File: src/rtl/rv4028_bus_ctrl.sv
// Bus sequencer/arbiter between the FemtoRV core and the RV4028 16-bit bus.
// Optional wait-state timeout is built only when BUS_WAIT_TIMEOUT_EN is defined.
//
// state  | meaning
// S_IDLE | no bus cycle; accept core request or grant the bus
// S_T1   | address phase, mreq_n asserted in the low phase
// S_T2   | strobe phase, wait_n sampled
// S_TW   | wait state, wait_n sampled each cycle
// S_T3   | final strobe cycle, read data captured at its end
// S_HOLD | bus granted to the external master
module rv4028_bus_ctrl #(
  parameter int WAIT_LIMIT = 255
) (
  input  logic        clk,
  input  logic        rst_n,
  input  logic [31:0] mem_addr,
  input  logic [31:0] mem_wdata,
  input  logic [3:0]  mem_wmask,
  input  logic        mem_rstrb,
  output logic [31:0] mem_rdata,
  output logic        mem_rbusy,
  output logic        mem_wbusy,
  output logic [31:0] addr,
  output logic [15:0] data_out,
  output logic        data_oe,
  input  logic [15:0] data_in,
  output logic        rd_n,
  output logic [1:0]  msk_n,
  output logic [1:0]  mreq_n,
  output logic [1:0]  wr_n,
  input  logic        wait_n,
  input  logic        busrq_n,
  output logic        busack_n,
  output logic        bus_oe,
  output logic        bus_err
);

  typedef enum logic [2:0] {
    S_IDLE,
    S_T1,
    S_T2,
    S_TW,
    S_T3,
    S_HOLD
  } state_t;

  state_t      state_q, state_d;
  logic [29:0] addr_q, addr_d;
  logic [31:0] wdata_q, wdata_d;
  logic [3:0]  wmask_q, wmask_d;
  logic        wr_q, wr_d;
  logic        half_q, half_d;
  logic        busy_q, busy_d;
  logic [31:0] rdata_q, rdata_d;

  logic        req_wr;
  logic        take_req;
  logic        last_half;
  logic        in_cyc;
  logic        strobe_ph;
  logic [1:0]  mask_slice;
  logic [15:0] cap_data;
  logic        unused_ok;

`ifdef BUS_WAIT_TIMEOUT_EN
  localparam logic [7:0] WCNT_LOAD = 8'(WAIT_LIMIT - 1);

  logic [7:0] wcnt_q, wcnt_d;
  logic       to_q, to_d;
  logic       err_q, err_d;

  assign cap_data  = to_q ? 16'hFFFF : data_in;
  assign bus_err   = err_q;
  assign unused_ok = ^mem_addr[1:0];
`else
  assign cap_data  = data_in;
  assign bus_err   = 1'b0;
  assign unused_ok = ^mem_addr[1:0] ^ (WAIT_LIMIT != 0);
`endif

  assign req_wr     = |mem_wmask;
  // A request is latched only while nothing is outstanding; one may be parked during HOLD.
  assign take_req   = !busy_q && (req_wr || mem_rstrb) &&
                      (state_q == S_IDLE || state_q == S_HOLD);
  assign mask_slice = half_q ? wmask_q[3:2] : wmask_q[1:0];
  assign last_half  = half_q || (wr_q && (wmask_q[3:2] == 2'b00));

  always_comb begin
    state_d = state_q;
    addr_d  = addr_q;
    wdata_d = wdata_q;
    wmask_d = wmask_q;
    wr_d    = wr_q;
    half_d  = half_q;
    busy_d  = busy_q;
    rdata_d = rdata_q;
`ifdef BUS_WAIT_TIMEOUT_EN
    wcnt_d  = wcnt_q;
    to_d    = to_q;
    err_d   = err_q;
`endif

    if (take_req) begin
      busy_d  = 1'b1;
      wr_d    = req_wr;
      wmask_d = req_wr ? mem_wmask : 4'b0000;
      wdata_d = mem_wdata;
      addr_d  = mem_addr[31:2];
    end

    case (state_q)
      S_IDLE: begin
        if (!busrq_n) begin
          state_d = S_HOLD;
        end else if (take_req) begin
          state_d = S_T1;
          half_d  = req_wr && (mem_wmask[1:0] == 2'b00);
        end else if (busy_q) begin
          state_d = S_T1;
          half_d  = wr_q && (wmask_q[1:0] == 2'b00);
        end
      end
      S_HOLD: begin
        if (busrq_n) state_d = S_IDLE;
      end
      S_T1: begin
        state_d = S_T2;
`ifdef BUS_WAIT_TIMEOUT_EN
        to_d    = 1'b0;
`endif
      end
      S_T2: begin
        if (!wait_n) begin
          state_d = S_TW;
`ifdef BUS_WAIT_TIMEOUT_EN
          wcnt_d  = WCNT_LOAD;
`endif
        end else begin
          state_d = S_T3;
        end
      end
      S_TW: begin
        if (wait_n) begin
          state_d = S_T3;
        end
`ifdef BUS_WAIT_TIMEOUT_EN
        else if (wcnt_q == 8'd0) begin
          state_d = S_T3;
          to_d    = 1'b1;
          err_d   = 1'b1;
        end else begin
          wcnt_d  = wcnt_q - 8'd1;
        end
`endif
      end
      S_T3: begin
        if (!wr_q) begin
          if (half_q) rdata_d[31:16] = cap_data;
          else        rdata_d[15:0]  = cap_data;
        end
        if (last_half) begin
          state_d = S_IDLE;
          busy_d  = 1'b0;
        end else begin
          state_d = S_T1;
          half_d  = 1'b1;
        end
      end
      default: state_d = S_IDLE;
    endcase
  end

  always_ff @(posedge clk) begin
    if (!rst_n) begin
      state_q <= S_IDLE;
      addr_q  <= '0;
      wdata_q <= '0;
      wmask_q <= '0;
      wr_q    <= 1'b0;
      half_q  <= 1'b0;
      busy_q  <= 1'b0;
      rdata_q <= '0;
    end else begin
      state_q <= state_d;
      addr_q  <= addr_d;
      wdata_q <= wdata_d;
      wmask_q <= wmask_d;
      wr_q    <= wr_d;
      half_q  <= half_d;
      busy_q  <= busy_d;
      rdata_q <= rdata_d;
    end
  end

`ifdef BUS_WAIT_TIMEOUT_EN
  always_ff @(posedge clk) begin
    if (!rst_n) begin
      wcnt_q <= '0;
      to_q   <= 1'b0;
      err_q  <= 1'b0;
    end else begin
      wcnt_q <= wcnt_d;
      to_q   <= to_d;
      err_q  <= err_d;
    end
  end
`endif

  assign in_cyc    = (state_q == S_T1) || (state_q == S_T2) ||
                     (state_q == S_TW) || (state_q == S_T3);
  assign strobe_ph = (state_q == S_T2) || (state_q == S_TW) || (state_q == S_T3);

  // DDR codes: bit 0 drives the high phase, bit 1 the following low phase.
  always_comb begin
    mreq_n = 2'b11;
    wr_n   = 2'b11;
    if (state_q == S_T1) mreq_n = 2'b01;
    else if (strobe_ph)  mreq_n = 2'b00;
    if (wr_q && state_q == S_T2)                          wr_n = 2'b01;
    else if (wr_q && (state_q == S_TW || state_q == S_T3)) wr_n = 2'b00;
  end

  assign rd_n      = !(strobe_ph && !wr_q);
  assign data_oe   = in_cyc && wr_q;
  assign msk_n     = !in_cyc ? 2'b11 : (wr_q ? ~mask_slice : 2'b00);
  assign addr      = {addr_q, half_q, 1'b0};
  assign data_out  = half_q ? wdata_q[31:16] : wdata_q[15:0];
  assign busack_n  = (state_q != S_HOLD);
  assign bus_oe    = (state_q != S_HOLD);
  assign mem_rdata = rdata_q;
  assign mem_rbusy = busy_q && !wr_q;
  assign mem_wbusy = busy_q && wr_q;

endmodule
File: config.mk
export PLATFORM = sky130hd
export DESIGN_NAME = rv4028_bus_ctrl
export DESIGN_NICKNAME = d
export VERILOG_FILES = /design/src/rtl/rv4028_bus_ctrl.sv
export SDC_FILE = /design/constraint.sdc
export NUM_CORES = 1
export LEC_CHECK = 0
export ABC_AREA = 1
export BUFFER_PORTS_ARGS = -buffer_cell sky130_fd_sc_hd__buf_2
export CAP_MARGIN = 20
export CELL_PAD_IN_SITES_DETAIL_PLACEMENT = 1
export CELL_PAD_IN_SITES_GLOBAL_PLACEMENT = 1
export CORE_ASPECT_RATIO = 0.9
export CORE_MARGIN = 10
export CORE_UTILIZATION = 29
export CTS_CLUSTER_DIAMETER = 40
export DETAILED_ROUTE_END_ITERATION = 16
export PLACE_DENSITY = 0.73
export SLEW_MARGIN = 40
export SYNTH_ARGS = -nofsm -noshare
export SYNTH_HDL_FRONTEND = slang
export SYNTH_SLANG_ARGS = --single-unit
File: constraint.sdc
create_clock -name clk -period 1.39 [get_ports clk]
set_input_delay 0.417 -clock clk [delete_from_list [all_inputs] [get_ports clk]]
set_output_delay 0.417 -clock clk [all_outputs]
set_load 0.01 [all_outputs]
### Word level (Yosys, flattened, before mapping)

Cells that the tools add are included.

* equality and inequality tests: 12
* mux-type cells: 25
* bitwise gates (word level): 3
* reductions and logical operators: 33

Operator list (count)
* $mux 3: 6
* $pmux 3 s6: 1
* $mux 16: 1
* $mux 2: 7
* $logic_and 1x1->1: 11
* $logic_or 1x1->1: 9
* $reduce_and 3->1: 3
* $mux 1: 8
* $ne 2x2->1 const B: 4
* $eq 3x2->1 const B: 2
* $eq 3x3->1 const B: 2
* $logic_not 2->1: 3
* $ne 3x3->1 const B: 2
* $mux 4: 1
* $ne 4x4->1 const B: 1
* $reduce_and 4->1: 1
* $reduce_or 4->1: 1
* $eq 3x1->1 const B: 1
* $logic_not 1->1: 3
* $logic_not 3->1: 1
* $not 1->1: 2
* $not 2->2: 1
* $pmux 1 s2: 1
* $reduce_bool 2->1: 1

* register bits: 104
* input bits: 89
* output and inout bits: 93
* logic and storage cells: 82

### Depth between registers and ports, before layout

* depth in word-level cells: 7
* depth in mapped cells: 10

### Worst setup path before layout

No wires, ideal clock.

* path type: flip-flop to output port
* start point: reg state_q[0]
* end point: out msk_n[0]
* arrival time: 1045 ps
* required time: 973 ps
* setup slack: -72 ps
* cell stages (with the launch flop): 7
* buffers on the path: 0
* path through: dfxtp_1 > nor2_2 > nand2_1 > inv_2 > nor2_1 > inv_1 > o21ai_0

* cells in the longest elaborated chain, start to end: 5
* elaborated cells between the ends (all ways): 8

Ends and longest elaborated chain
* start, declared: line 47 `state_t state_q, state_d;`
* start signal, assigned: line 184 `state_q <= state_d;`
* $eq 3x1->1 / $eq 3x2->1 (equally long branches): line 209 `assign in_cyc = (state_q == S_T1) || (state_q == S_T2) ||`
* $logic_or 1x1->1 (2 in a row): line 209
* $logic_or 1x1->1 (*): line 210 `(state_q == S_TW) || (state_q == S_T3);`
* $mux 2 (*): line 225 `assign msk_n = !in_cyc ? 2'b11 : (wr_q ? ~mask_slice : 2'b00);`
* end, declared: line 28 `output logic [1:0] msk_n,`

Mark *: on every way between the ends. The rest lies on a longest branch, timed or not.

### Worst setup path after layout

* start point: reg state_q[1]
* end point: out rd_n

* cells in the longest elaborated chain, start to end: 5
* elaborated cells between the ends (all ways): 7

Ends and longest elaborated chain
* $eq 3x2->1: line 211 `assign strobe_ph = (state_q == S_T2) || (state_q == S_TW) || (state_q == S_T3);`
* $logic_or 1x1->1: line 211
* $logic_or 1x1->1 (*): line 211
* $logic_and 1x1->1 (*): line 223 `assign rd_n = !(strobe_ph && !wr_q);`
* $logic_not 1->1 (*): line 223
* end, declared: line 27 `output logic rd_n,`

Marked as above.

==> results.txt <==
Gp weighted congestion -> 0.8053
Initial antenna violation count -> 1
Critical path class -> reg2out
CP arrival -> 1.34 ns
Outcome -> finished with violations
I/O pins -> 182
Detailed Route Iter0 Violations -> 148
Drt total wl -> 15810 µm
Peak fanout along the critical path -> 4
Hold Startpoint -> mem_addr[17]
Routed len/inst -> 16.70 µm
Die Area -> 19180 µm²
Unrepaired setup endpoints after global routing -> true
Layout cell share with drive strength beyond 1 -> 41.95%
# rows -> 40
GRT Overall Usage -> 15.46%
Final Hold Viols -> 0
Total grt overflow -> 0
Core area -> 13560 µm²
Final worst setup slack -> -0.3632 ns
Nets -> 842
Failing checks -> setup timing
Crit. End Element -> primary output
Maximum vdd ir drop -> 1.105 mV
CTS Buf Count -> 9
Worst hold endpoint -> addr_q[15]$_SDFFE_PN0P_
Cell count after synthesis -> 555
Hold Slack -> 0.3065 ns
Reg area -> 2093 µm²
Worst-Skew Late Latency -> 0.35 ns
Hpwl dp -> 11000 µm
Layout Skew -> 0.007728 ns
Largest net degree at the start of global routing -> 56
Cell Pwr Density -> 2440 nW/µm²
Yosys cell types -> 22
Final Max Tran Viols -> 0
# diodes -> 0
Startpoint Class -> flip-flop
R2r worst-path depth -> 10
Synth-to-layout area growth -> 56.47%
First-pass GRT wire length -> 23570 µm
CTS tree -> done
TritonCTS Sinks -> 104
H-Tree Depth -> 3
Via Count -> 4356
Reg-to-Reg Start -> state_q[1]$_SDFFE_PN0P_
LEAKAGE -> 0.002974 µW
Root Buffer -> clkbuf_16
Final setup violation count -> 131
Hold path cells -> 3
CTS clk-pin slew, worst paths -> 0.07 ns
Yosys warns -> 0
IO Port Bufs -> 177
Fin crit share -> 126.1%
Via-per-instance ratio -> 4.600
Max Clk Rate -> 570.4 MHz
Seq/Total Area, Yosys -> 51.15%
Max cap viols -> 0
First-pass iteration count of the detailed router -> 4
Setup slack, reg-to-reg -> -0.22 ns
Overall Power -> 15540 µW
Clock Path Buffers -> 2
Number of fillers in the final layout -> 1669
Clock period minus worst slack -> 1.753 ns
Initial Utilization -> 30.01%
Worst min path class -> in2reg
Die Y -> 132.4 µm
Die W -> 144.9 µm
Avg Synthesized Cell Area -> 7.334 µm²
Reg2reg end -> mem_rdata[29]$_SDFFE_PN0P_
Vias in the first global route -> 4571
CP required -> 0.97 ns
DRC viols -> 0
Layout Utilization -> 46.96%
Hold bufs inserted after CTS -> 0
Antenna-violating nets left -> 0
Multi-input logic area -> 1873 µm²
Synthesis-stage register bit count -> 104
Netlist Area Pre-Place -> 4070 µm²
-- worst max path at each step --
stage,from,endpoint,slack (ns),cells past startpoint
3_3_place_gp,mem_wmask[3],addr_q[4]$_SDFFE_PN0P_,-0.20,7
2_1_floorplan,state_q[2]$_SDFFE_PN0P_,addr_q[10]$_SDFFE_PN0P_,-0.02,9
3_5_place_dp,mem_wmask[3],addr_q[1]$_SDFFE_PN0P_,-0.27,7
4_1_cts,state_q[0]$_SDFFE_PN0P_,msk_n[1],-0.38,7
5_1_grt,state_q[1]$_SDFFE_PN0P_,msk_n[1],-0.45,7
6_report,state_q[1]$_SDFFE_PN0P_,rd_n,-0.36,7
-- report_power, final --
| part | internal, µW | switching (µW) | total, µW | leakage [µW] |
|---|---|---|---|---|
| clock network | 1680 | 1140 | 2830 | 0.000159 |
| registers | 4020 | 567 | 4590 | 0.000855 |
| logic | 3770 | 4350 | 8120 | 0.00196 |
| total | 9470 | 6070 | 15500 | 0.00297 |
-- cell type report --
type / instances / area share (%)
timing repair buffer: 225 / 25.40
multi-input combinational: 359 / 29.41
clock buffer: 12 / 4.028
sequential: 104 / 32.87
clock inverter: 4 / 1.198
tap: 189 / 3.713
inverter: 54 / 3.379
-- sequential cells by signal (all words and copies together) (netlist names) --
signal     flops
addr_q        30
wr_q           1
busy_q         1
half_q         1
wmask_q        4
wdata_q       32
mem_rdata     32
state_q        3
-- critical path: stages (launching register included) --
cell and delay [ns]:
dfxtp_2 0.35, nor2_4 0.14, nand2_2 0.09, inv_4 0.10, nor2_4 0.04, inv_2 0.06, nand2_1 0.07, buf_2 0.15
-- cell usage in the layout, fill, tap and decap left out, drive strengths merged, types with 11 or more instances in the layout --
cell and instances:
o21ai 77, inv 54, nand3 11, clkbuf 16, nor2 48, nand2 131, buf 220, a21oi 86
dfxtp 104
-- cell families (layout without fill, tap and decap cells) --
| group | after synthesis | count (layout) | share of synthesized area (%) |
|---|---|---|---|
| buf+inv | 93 | 295 | 9.652 |
| compound gates | 164 | 164 | 20.23 |
| flops | 104 | 104 | 51.15 |
| simple gates | 193 | 193 | 18.87 |
| other cells | 1 | 2 | 0.09213 |
-- through the flow --
step / cells / setup slack [ns] / area [µm²] / setup TNS, ns
floorplan: 556 / -0.02128 / 4079 / -0.4255
global placement: 911 / -0.1990 / 5309 / -11.76
detailed placement: 911 / -0.2710 / 5309 / -16.67
CTS: 937 / -0.3804 / 6001 / -20.78
global route: 947 / -0.4530 / 6369 / -33.43
finish: 947 / -0.3632 / 6369 / -22.27
-- cells in the mapped netlist --
| master | number | share of area, % |
|---|---|---|
| nand2_1 | 129 | 12 |
| dfxtp_1 | 104 | 51 |
| a21oi_1 | 86 | 11 |
| o21ai_0 | 74 | 9.1 |
| inv_1 | 51 | 4.7 |
| nor2_1 | 47 | 4.3 |
| clkbuf_1 | 23 | 2.1 |
| nand3_1 | 9 | 1.1 |
| buf_2 | 8 | 0.98 |
| buf_4 | 5 | 0.92 |
| inv_2 | 3 | 0.28 |
| o21ai_1 | 3 | 0.37 |
| buf_6 | 2 | 0.55 |
| nand2_2 | 2 | 0.31 |
| nor3_1 | 2 | 0.25 |
| buf_1 | 1 | 0.092 |
| conb_1 | 1 | 0.092 |
| nand3_2 | 1 | 0.25 |
| nand3_4 | 1 | 0.43 |
| nand4_1 | 1 | 0.15 |
| nor2_2 | 1 | 0.15 |
| o211ai_1 | 1 | 0.18 |
-- per-layer routing --
layer	part of all wire (%)	vias to the layer above	GRT usage, %
li1	-	2165	-
met1	39	2042	16.54
met2	50	127	25.91
met3	9.2	22	7.313
met4	1.9	0	5.331
met5	0	-	0
-- what timing repair did --
action	4_1_cts	5_1_grt
setup endpoints to repair	130	132
resized for setup	118	57
setup buffers	7	6
gates cloned	3	5
pin swaps	13	13
Power figures use the tool's default switching activity.
